<file path="src/rtl/multicore_launcher.sv">
// multicore_launcher: run controller for the 4-core processor.
// Sequences one launch as IDLE -> CLEAR -> RUN -> DONE. It drives the per-core
// status enables and gathers completion from end_process. A run ends when every
// selected core has finished or when the watchdog expires.
// Every output is decoded from registered state, so no input reaches an output
// through combinational logic only.

module multicore_launcher #(
  parameter int CNT_W      = 16,
  parameter int MAX_CYCLES = 60000
) (
  input  logic             clk,
  input  logic             rst,
  input  logic             start,
  input  logic [3:0]       core_mask,
  input  logic [3:0]       end_process,
  output logic [1:0]       status0,
  output logic [1:0]       status1,
  output logic [1:0]       status2,
  output logic [1:0]       status3,
  output logic             busy,
  output logic             done,
  output logic             timeout,
  output logic [3:0]       fin_mask,
  output logic [CNT_W-1:0] cycle_count
);

  typedef enum logic [1:0] {
    S_IDLE  = 2'd0,
    S_CLEAR = 2'd1,
    S_RUN   = 2'd2,
    S_DONE  = 2'd3
  } state_e;

  // Per-core enable codes. 2'b11 is never driven.
  localparam logic [1:0] ST_OFF   = 2'b00;
  localparam logic [1:0] ST_CLEAR = 2'b10;
  localparam logic [1:0] ST_RUN   = 2'b01;

  // The watchdog fires on the edge that closes RUN cycle MAX_CYCLES.
  localparam logic [CNT_W-1:0] LAST_CNT = CNT_W'(MAX_CYCLES - 1);

  state_e           state_q, state_d;
  logic [3:0]       mask_q, mask_d;
  logic [3:0]       fin_q, fin_d;
  logic [CNT_W-1:0] cnt_q, cnt_d;
  logic             to_q, to_d;

  // end_process is wired core0-first from the MSB. Reorder it so that
  // bit i is core i, matching core_mask and fin_mask.
  logic [3:0] end_core;
  assign end_core = {end_process[0], end_process[1], end_process[2], end_process[3]};

  // Completion view that includes ends arriving on the current edge.
  logic [3:0] fin_next;
  logic       all_fin;

  // Next-state and datapath update for the launch sequence.
  always_comb begin
    // NOTE: every variable gets a default before the case. A path that leaves
    // one unassigned would infer a latch.
    state_d  = state_q;
    mask_d   = mask_q;
    fin_d    = fin_q;
    cnt_d    = cnt_q;
    to_d     = to_q;
    fin_next = fin_q | (end_core & mask_q);
    all_fin  = ((fin_next & mask_q) == mask_q);

    case (state_q)
      S_IDLE: begin
        // start is sampled here only. A request in any other state is dropped.
        if (start) begin
          state_d = S_CLEAR;
          mask_d  = core_mask;
          fin_d   = '0;
          cnt_d   = '0;
          to_d    = 1'b0;
        end
      end

      S_CLEAR: begin
        // One clear cycle. Core ends seen during it are ignored.
        state_d = S_RUN;
      end

      S_RUN: begin
        fin_d = fin_next;
        cnt_d = cnt_q + CNT_W'(1);
        // Completion is tested first, so it wins over a simultaneous expiry.
        if (all_fin) begin
          state_d = S_DONE;
          to_d    = 1'b0;
        end else if (cnt_q == LAST_CNT) begin
          state_d = S_DONE;
          to_d    = 1'b1;
        end
      end

      S_DONE: begin
        // fin_mask, timeout and cycle_count are held for the host to read.
        state_d = S_IDLE;
      end

      default: state_d = S_IDLE;
    endcase
  end

  // State and result registers, with asynchronous active-high reset.
  always_ff @(posedge clk or posedge rst) begin
    if (rst) begin
      state_q <= S_IDLE;
      mask_q  <= '0;
      fin_q   <= '0;
      cnt_q   <= '0;
      to_q    <= 1'b0;
    end else begin
      // NOTE: sequential state uses non-blocking assignments. All registers
      // then update together from the values they held before the edge.
      state_q <= state_d;
      mask_q  <= mask_d;
      fin_q   <= fin_d;
      cnt_q   <= cnt_d;
      to_q    <= to_d;
    end
  end

  // Per-core enable decode, taken from registered state only.
  logic [1:0] status_w [4];

  // A core enters RUN after CLEAR. It drops to OFF the cycle after its end flag
  // is captured into fin_q.
  always_comb begin
    for (int i = 0; i < 4; i++) begin
      status_w[i] = ST_OFF;
      if (mask_q[i]) begin
        if (state_q == S_CLEAR) begin
          status_w[i] = ST_CLEAR;
        end else if (state_q == S_RUN && !fin_q[i]) begin
          status_w[i] = ST_RUN;
        end
      end
    end
  end

  assign status0     = status_w[0];
  assign status1     = status_w[1];
  assign status2     = status_w[2];
  assign status3     = status_w[3];
  assign busy        = (state_q == S_CLEAR) || (state_q == S_RUN);
  assign done        = (state_q == S_DONE);
  assign timeout     = to_q;
  assign fin_mask    = fin_q;
  assign cycle_count = cnt_q;

endmodule

</file>
<file path="config.mk">
export PLATFORM = sky130hd
export DESIGN_NAME = multicore_launcher
export DESIGN_NICKNAME = d
export VERILOG_FILES = /design/src/rtl/multicore_launcher.sv
export SDC_FILE = /design/constraint.sdc
export NUM_CORES = 1
export LEC_CHECK = 0
export BUFFER_PORTS_ARGS = -buffer_cell sky130_fd_sc_hd__buf_2
export CAP_MARGIN = 25
export CELL_PAD_IN_SITES_DETAIL_PLACEMENT = 2
export CELL_PAD_IN_SITES_GLOBAL_PLACEMENT = 2
export CORE_MARGIN = 3
export CORE_UTILIZATION = 33
export DETAILED_ROUTE_END_ITERATION = 8
export MAX_ROUTING_LAYER = met4
export PLACE_DENSITY = 0.86
export SYNTH_ARGS = -nofsm -noshare
export SYNTH_HDL_FRONTEND = slang
export SYNTH_SLANG_ARGS = --single-unit
</file>
<file path="constraint.sdc">
create_clock -name clk -period 3.45 [get_ports clk]
set_input_delay 0.69 -clock clk [delete_from_list [all_inputs] [get_ports clk]]
set_output_delay 0.69 -clock clk [all_outputs]
set_load 0.01 [all_outputs]
</file>
==> results of run 1 <==
-- worst paths after layout --
| kind | startpoint | endpoint | slack, ns | cells after the start |
|---|---|---|---|---|
| max | state_q[0] | status2[0] | 0.94 | 5 |
| max in group asynchronous | rst | cycle_count[3] | 2.56 | 3 |
| min reg2reg | timeout | timeout | 0.55 | 2 |
| min | rst | cycle_count[13] | 0.43 | 2 |
| max reg2reg | state_q[0] | cycle_count[15] | 1.10 | 7 |
| min in group clk | timeout | timeout | 0.55 | 2 |
-- sequential cells by signal (all words and copies together) (netlist names) --
name / cells
cycle_count: 16
timeout: 1
state_q: 2
mask_q: 4
fin_mask: 4
-- final cells by class --
cell class | instances | area (um^2) | share of cell area
clock inverters | 1 | 5.005 | 0.002831
inverters | 4 | 15.01 | 0.008493
well taps | 50 | 62.56 | 0.03539
multi-input cells | 106 | 720.7 | 0.4076
flip-flops and latches | 27 | 675.6 | 0.3822
repair buffers | 44 | 247.7 | 0.1401
clock buffers | 3 | 41.29 | 0.02335
-- synth_stat cells (3+ instances only) --
master / count / area (um^2)
a31oi_1: 4 / 25.02
o21ai_0: 7 / 35.03
nor2_1: 14 / 52.55
dfrtp_1: 27 / 675.7
mux2_2: 7 / 78.83
inv_1: 4 / 15.01
or3_1: 5 / 31.28
and2_1: 4 / 25.02
nor3b_1: 8 / 60.06
nand2_1: 8 / 30.03
nor4_1: 3 / 18.77
nand4_1: 3 / 18.77
nand3_1: 4 / 20.02
xnor2_1: 5 / 43.79
ha_1: 5 / 62.56
a21oi_1: 7 / 35.03
-- where the power goes --
part	switching [mW]	internal [mW]	leakage, nW
clock	0.101	0.0810	0.0255
combinational	0.317	0.238	0.452
sequential	0.0941	0.396	0.355
-- logic make-up (layout without fill, tap and decap cells) --
kind of cell               count (synthesis)  in the layout  share of synthesized area
DFF                                       27             27                     0.4745
adders and majority gates                  5              5                    0.04394
muxes                                      9              9                    0.06942
xor gates and xnor gates                   7              7                    0.04306
AOI/OAI and AO/OA                         23             23                    0.09754
and+or+nand+nor                           62             62                     0.2522
buffers and inverters                      7             52                    0.01933
-- per-stage QoR --
stage / total power [mW] / hold WS (ns) / std cells / util
floorplan: 0.8227 / 0.5105 / 140 / -
global placement: 1.003 / 0.5167 / 230 / 0.4146
detailed placement: 1.055 / 0.5388 / 231 / 0.4213
CTS: 1.242 / 0.4405 / 235 / 0.4326
global route: 1.334 / 0.4499 / 235 / 0.4326
finish: 1.226 / 0.4278 / 235 / 0.4326
-- worst max-delay path: cells and delay by family, from the launching register on --
kind / cells / cell delay (ns)
adder cells (fa/ha/maj): 1 / 0.32
buffers and inverters: 2 / 0.28
flip-flops: 1 / 0.43
AND/OR/NAND/NOR: 2 / 0.51
-- layer usage --
metal,routed length [um],global-route usage,share of wire,vias to the layer above
li1,-,-,-,596
met3,118,0.01403,0.027,5
met4,50,0.04593,0.011,0
met1,1924,0.2398,0.44,645
met2,2291,0.3327,0.52,22
met5,0,-,0,-
==> qor.txt, run 1 <==
Total CTS buffers -> 3
NumNets Final -> 202
CP Capture Type -> output port
Asr flop ratio synth -> 1.000
Cell variety after synth -> 35
Area growth, synth to finish -> 24.17%
Period Utilization, post-route -> 0.7263
Vias per inst -> 5.396
Max_cap viols -> 0
Hpwl dp -> 3453 um
Final Cell Area -> 1768 um^2
Min-Delay Path Class -> in2async
Status -> finished, final reports clean
DP Area -> 1722 um^2
Hold violation total from the final report -> 0
Rel. slew slack -> 0.4850
# IOs -> 42
Number of synthesized flops with an enable pin -> 0
Clock slew at reported path FFs -> 0.09 ns
Vias in the first global route -> 1426
WL final -> 4385 um
Syn nets -> 156
Critical Path RT -> 2.76 ns
Deepest clock path buffer count -> 2
Fill count -> 466
Worst Tran Pin Value -> 0.7655 ns
Fin Clk Skew -> 0.004560 ns
Dominant synthesized flop cell -> dfrtp_1
Pwr per Cell Area -> 693.3 nW/um^2
Initial DRC count -> 52
Final ANT Viol Nets -> 0
Crit path arrival time -> 1.82 ns
Routability Congestion -> 0.7939
CTS H-tree lvls -> 1
Root Buffer -> clkbuf_8
Seq/Total Area, Yosys -> 0.4745
Warnings from Yosys -> 0
Crit-path max FO -> 9
Worst slack, placed -> 1.132 ns
Gr usage total -> 0.1905
Post-synthesis cell area -> 1424 um^2
Worst skew pair latency -> 0.27 ns
Die Wd -> 71.69 um
Drt pass-1 iters -> 4
Fmax -> 399.1 MHz
ANT cells -> 0
Total global routing overflow -> 0
Buffers added on ports -> 41
Share of cells above drive strength 1 -> 0.3135
Setup Total Neg Slack -> 0 ns
Post-CTS setup buffers -> 0
Via count -> 1268
Crit-path slowest cell -> dfrtp_1
Final setup vio count -> 0
Worst vdd ir -> 0.3980 mV
RSZ-0062 raised after global routing -> false
# DRC -> 0
CP Cell Sequence -> inv_1 -> ha_1 -> nand2b_1 -> nor3b_1 -> buf_2
Post-Syn Instances -> 140
FP Rows -> 23
Most common cell after layout, fill and taps aside -> buf_2
Commonest non-fill, non-tap cells in the layout -> 41 x buf_2, 27 x dfrtp_1, 14 x nor2_1
Final Critical Period -> 2.506 ns
Post-CTS sizing -> 0
First-pass GRT wire length -> 7479 um
Die area -> 5139 um^2
Slowest Stage Delay on Critical Path -> 0.43 ns
Initial antenna violation count -> 0
Die H -> 71.69 um
Max Slew Vio Count -> 0
WS Path Type -> reg2out
CTS sink cnt -> 27
Starting Density -> 0.3484
Post-route setup slack -> 0.9444 ns
CTS hold repair buffers -> 0
Avg Cell Area, Syn -> 10.17 um^2
CP Launch Type -> flip-flop
Lkg Pwr -> 0.8323 nW
Largest net degree at the start of global routing -> 19
#FFs+latches synth -> 27
CTS tree -> built
Core ar. -> 4086 um^2
Routed length per placed instance -> 18.66 um
Note: power is estimated with default switching activity, not from simulation.
==> inputs of run 2 (changes only) <==
ABC_AREA = 1   (was unset)
CORE_UTILIZATION = 28   (was 33)
PLACE_DENSITY = 0.82   (was 0.86)
clock period = 2.4 ns   (was 3.45 ns; I/O delays follow)
==> run 2 against run 1 <==
Via count is 24% higher. Core utilization is 6.6 points lower. Register-to-register slack worse by 0.64 ns. Total power is 45% higher. Cell area is 8.7% higher. Sequential power is 39% higher. Wire length is 9.7% higher. Flip-flop and latch count stayed put. Worst setup slack worse by 0.74 ns. Critical path type unchanged. Largest cell class unchanged. Highest routed layer unchanged.
==> qor.txt, run 2 <==
DP Area -> 1864 um^2
Max FFs per register -> 16
Syn nets -> 238
Final Power -> 1.776 mW
CP Capture Type -> output port
Warnings from Yosys -> 0
Vias per inst -> 4.652
Die area -> 6480 um^2
Rel. slew slack -> 0.7480
Cell variety after synth -> 20
Number of synthesized flops with an enable pin -> 0
Most area-hungry cell type in the Yosys netlist -> dfrtp_1
First-pass GRT wire length -> 8224 um
Drt pass-1 iters -> 4
Starting Density -> 0.2967
Final setup vio count -> 0
# IOs -> 42
Deepest clock path buffer count -> 2
Hold violation total from the final report -> 0
Core ar. -> 5238 um^2
Worst vdd ir -> 0.3344 mV
Vias in the first global route -> 1699
Lkg Pwr -> 1.058 nW
Clock slew at reported path FFs -> 0.10 ns
Setup Total Neg Slack -> 0 ns
Initial antenna violation count -> 0
Fin util -> 0.3669
Most common cell after layout, fill and taps aside -> nand2_1
Critical Path RT -> 1.92 ns
CTS sink cnt -> 27
Die Wd -> 80.50 um
Leading post-synthesis cells by cell area -> dfrtp_1 43%, nand2_1 16%, inv_1 8.7%
Via count -> 1577
Seq/Total Area, Yosys -> 0.4348
Crit-path slowest cell -> dfrtp_1
Asr flop ratio synth -> 1.000
Area growth, synth to finish -> 23.67%
WS Path Type -> reg2out
Commonest cells in the netlist -> 68 x nand2_1, 36 x inv_1, 28 x nor2_1, 27 x dfrtp_1
Initial DRC count -> 46
Routed length per placed instance -> 14.19 um
Worst skew pair latency -> 0.27 ns
Final Cell Area -> 1922 um^2
Worst Tran Pin Value -> 0.3780 ns
CP Launch Type -> flip-flop
Pwr per Cell Area -> 923.9 nW/um^2
# DRC -> 0
NumNets Final -> 286
Gr usage total -> 0.1647
Final ANT Viol Nets -> 0
Hpwl dp -> 3708 um
Crit-path max FO -> 5
Min-Delay Path Class -> in2async
Max_cap viols -> 0
Final Critical Period -> 2.194 ns
CP Cell Sequence -> inv_1 -> ha_1 -> or2_2 -> nor3_1 -> buf_2
RSZ-0062 raised after global routing -> false
Crit path arrival time -> 1.71 ns
Root Buffer -> clkbuf_8
WL final -> 4811 um
Post-CTS setup buffers -> 0
Slowest Stage Delay on Critical Path -> 0.45 ns
Share of cells above drive strength 1 -> 0.2045
Post-synthesis cell area -> 1554 um^2
Commonest non-fill, non-tap cells in the layout -> 68 x nand2_1, 41 x buf_2, 36 x inv_1
Routability Congestion -> 0.7388
Dominant synthesized flop cell -> dfrtp_1
Post-Syn Instances -> 222
Avg Cell Area, Syn -> 7.000 um^2
Top-count cell post-synth -> nand2_1
Buffers added on ports -> 41
Total CTS buffers -> 3
CTS tree -> built
Status -> finished, final reports clean
Fmax -> 455.7 MHz
Largest net degree at the start of global routing -> 28
#FFs+latches synth -> 27
Fin Clk Skew -> 0.005106 ns
Total global routing overflow -> 0
CTS H-tree lvls -> 1
Area share of the largest cell type after synthesis -> 0.4348
ANT cells -> 0
Die H -> 80.50 um
Period Utilization, post-route -> 0.9144
Max Slew Vio Count -> 0
FP Rows -> 26
## run 2: worst max-delay path: cells and delay by family (launching register included)
| family | cells | cell delay (ns) |
|---|---|---|
| adders and majority gates | 1 | 0.25 |
| buffers and inverters | 2 | 0.24 |
| DFF | 1 | 0.45 |
| and+or+nand+nor | 2 | 0.50 |
## run 2: layout make-up
class / instances / area, um^2
multi-input cells: 157 / 747.0
inverters: 37 / 138.9
clock buffers: 4 / 45.04
fillers: 670 / 3316
repair buffers: 44 / 227.7
well taps: 70 / 87.58
flip-flops and latches: 27 / 675.6
## run 2: kinds of logic (layout without fill, tap and decap cells)
family                   count (synthesis)  in the layout  synth area share
AO/OA/AOI/OAI                           26             26           0.08938
adder cells (fa/ha/maj)                  5              5           0.04026
buffers and inverters                   38             85           0.09259
flip-flops                              27             27            0.4348
AND/OR/NAND/NOR                        126            126            0.3430
## run 2: metrics by stage
stage	hold slack (ns)	cells	setup slack, ns
5_1_grt	0.2968	339	0.02104
4_1_cts	0.2812	339	0.05609
3_3_place_gp	0.4664	335	0.4375
6_report	0.2662	339	0.2055
3_5_place_dp	0.4704	335	0.4128
2_1_floorplan	0.4907	222	0.5582
## run 2: worst paths after layout
path | startpoint | to | slack (ns) | cells past startpoint
worst max-delay path | state_q[1] | status0[0] | 0.21 | 5
worst max register to register | state_q[0] | cycle_count[7] | 0.46 | 9
worst min-delay path | rst | fin_mask[2] | 0.27 | 3
max in group asynchronous | rst | cycle_count[13] | 1.86 | 3
min in group clk | core_mask[3] | mask_q[3] | 0.41 | 3
worst min register to register | timeout | timeout | 0.48 | 2
## run 2: report_power, final
| part | switching [mW] | total (mW) | internal, mW |
|---|---|---|---|
| Clock | 0.150 | 0.269 | 0.119 |
| Combinational | 0.529 | 0.827 | 0.298 |
| Sequential | 0.111 | 0.679 | 0.568 |
| Total | 0.791 | 1.78 | 0.985 |
## run 2: repair_timing
item,4_1_cts,5_1_grt
resized for setup,0,2
endpoints found under the setup margin,0,1
hold buffers,0,0
## run 2: per-layer routing
metal	vias up	global-route usage	wire length [um]
met3	4	0.01233	158
li1	779	-	-
met4	0	0.03041	31
met5	-	-	0
met1	766	0.2173	2284
met2	28	0.2798	2338
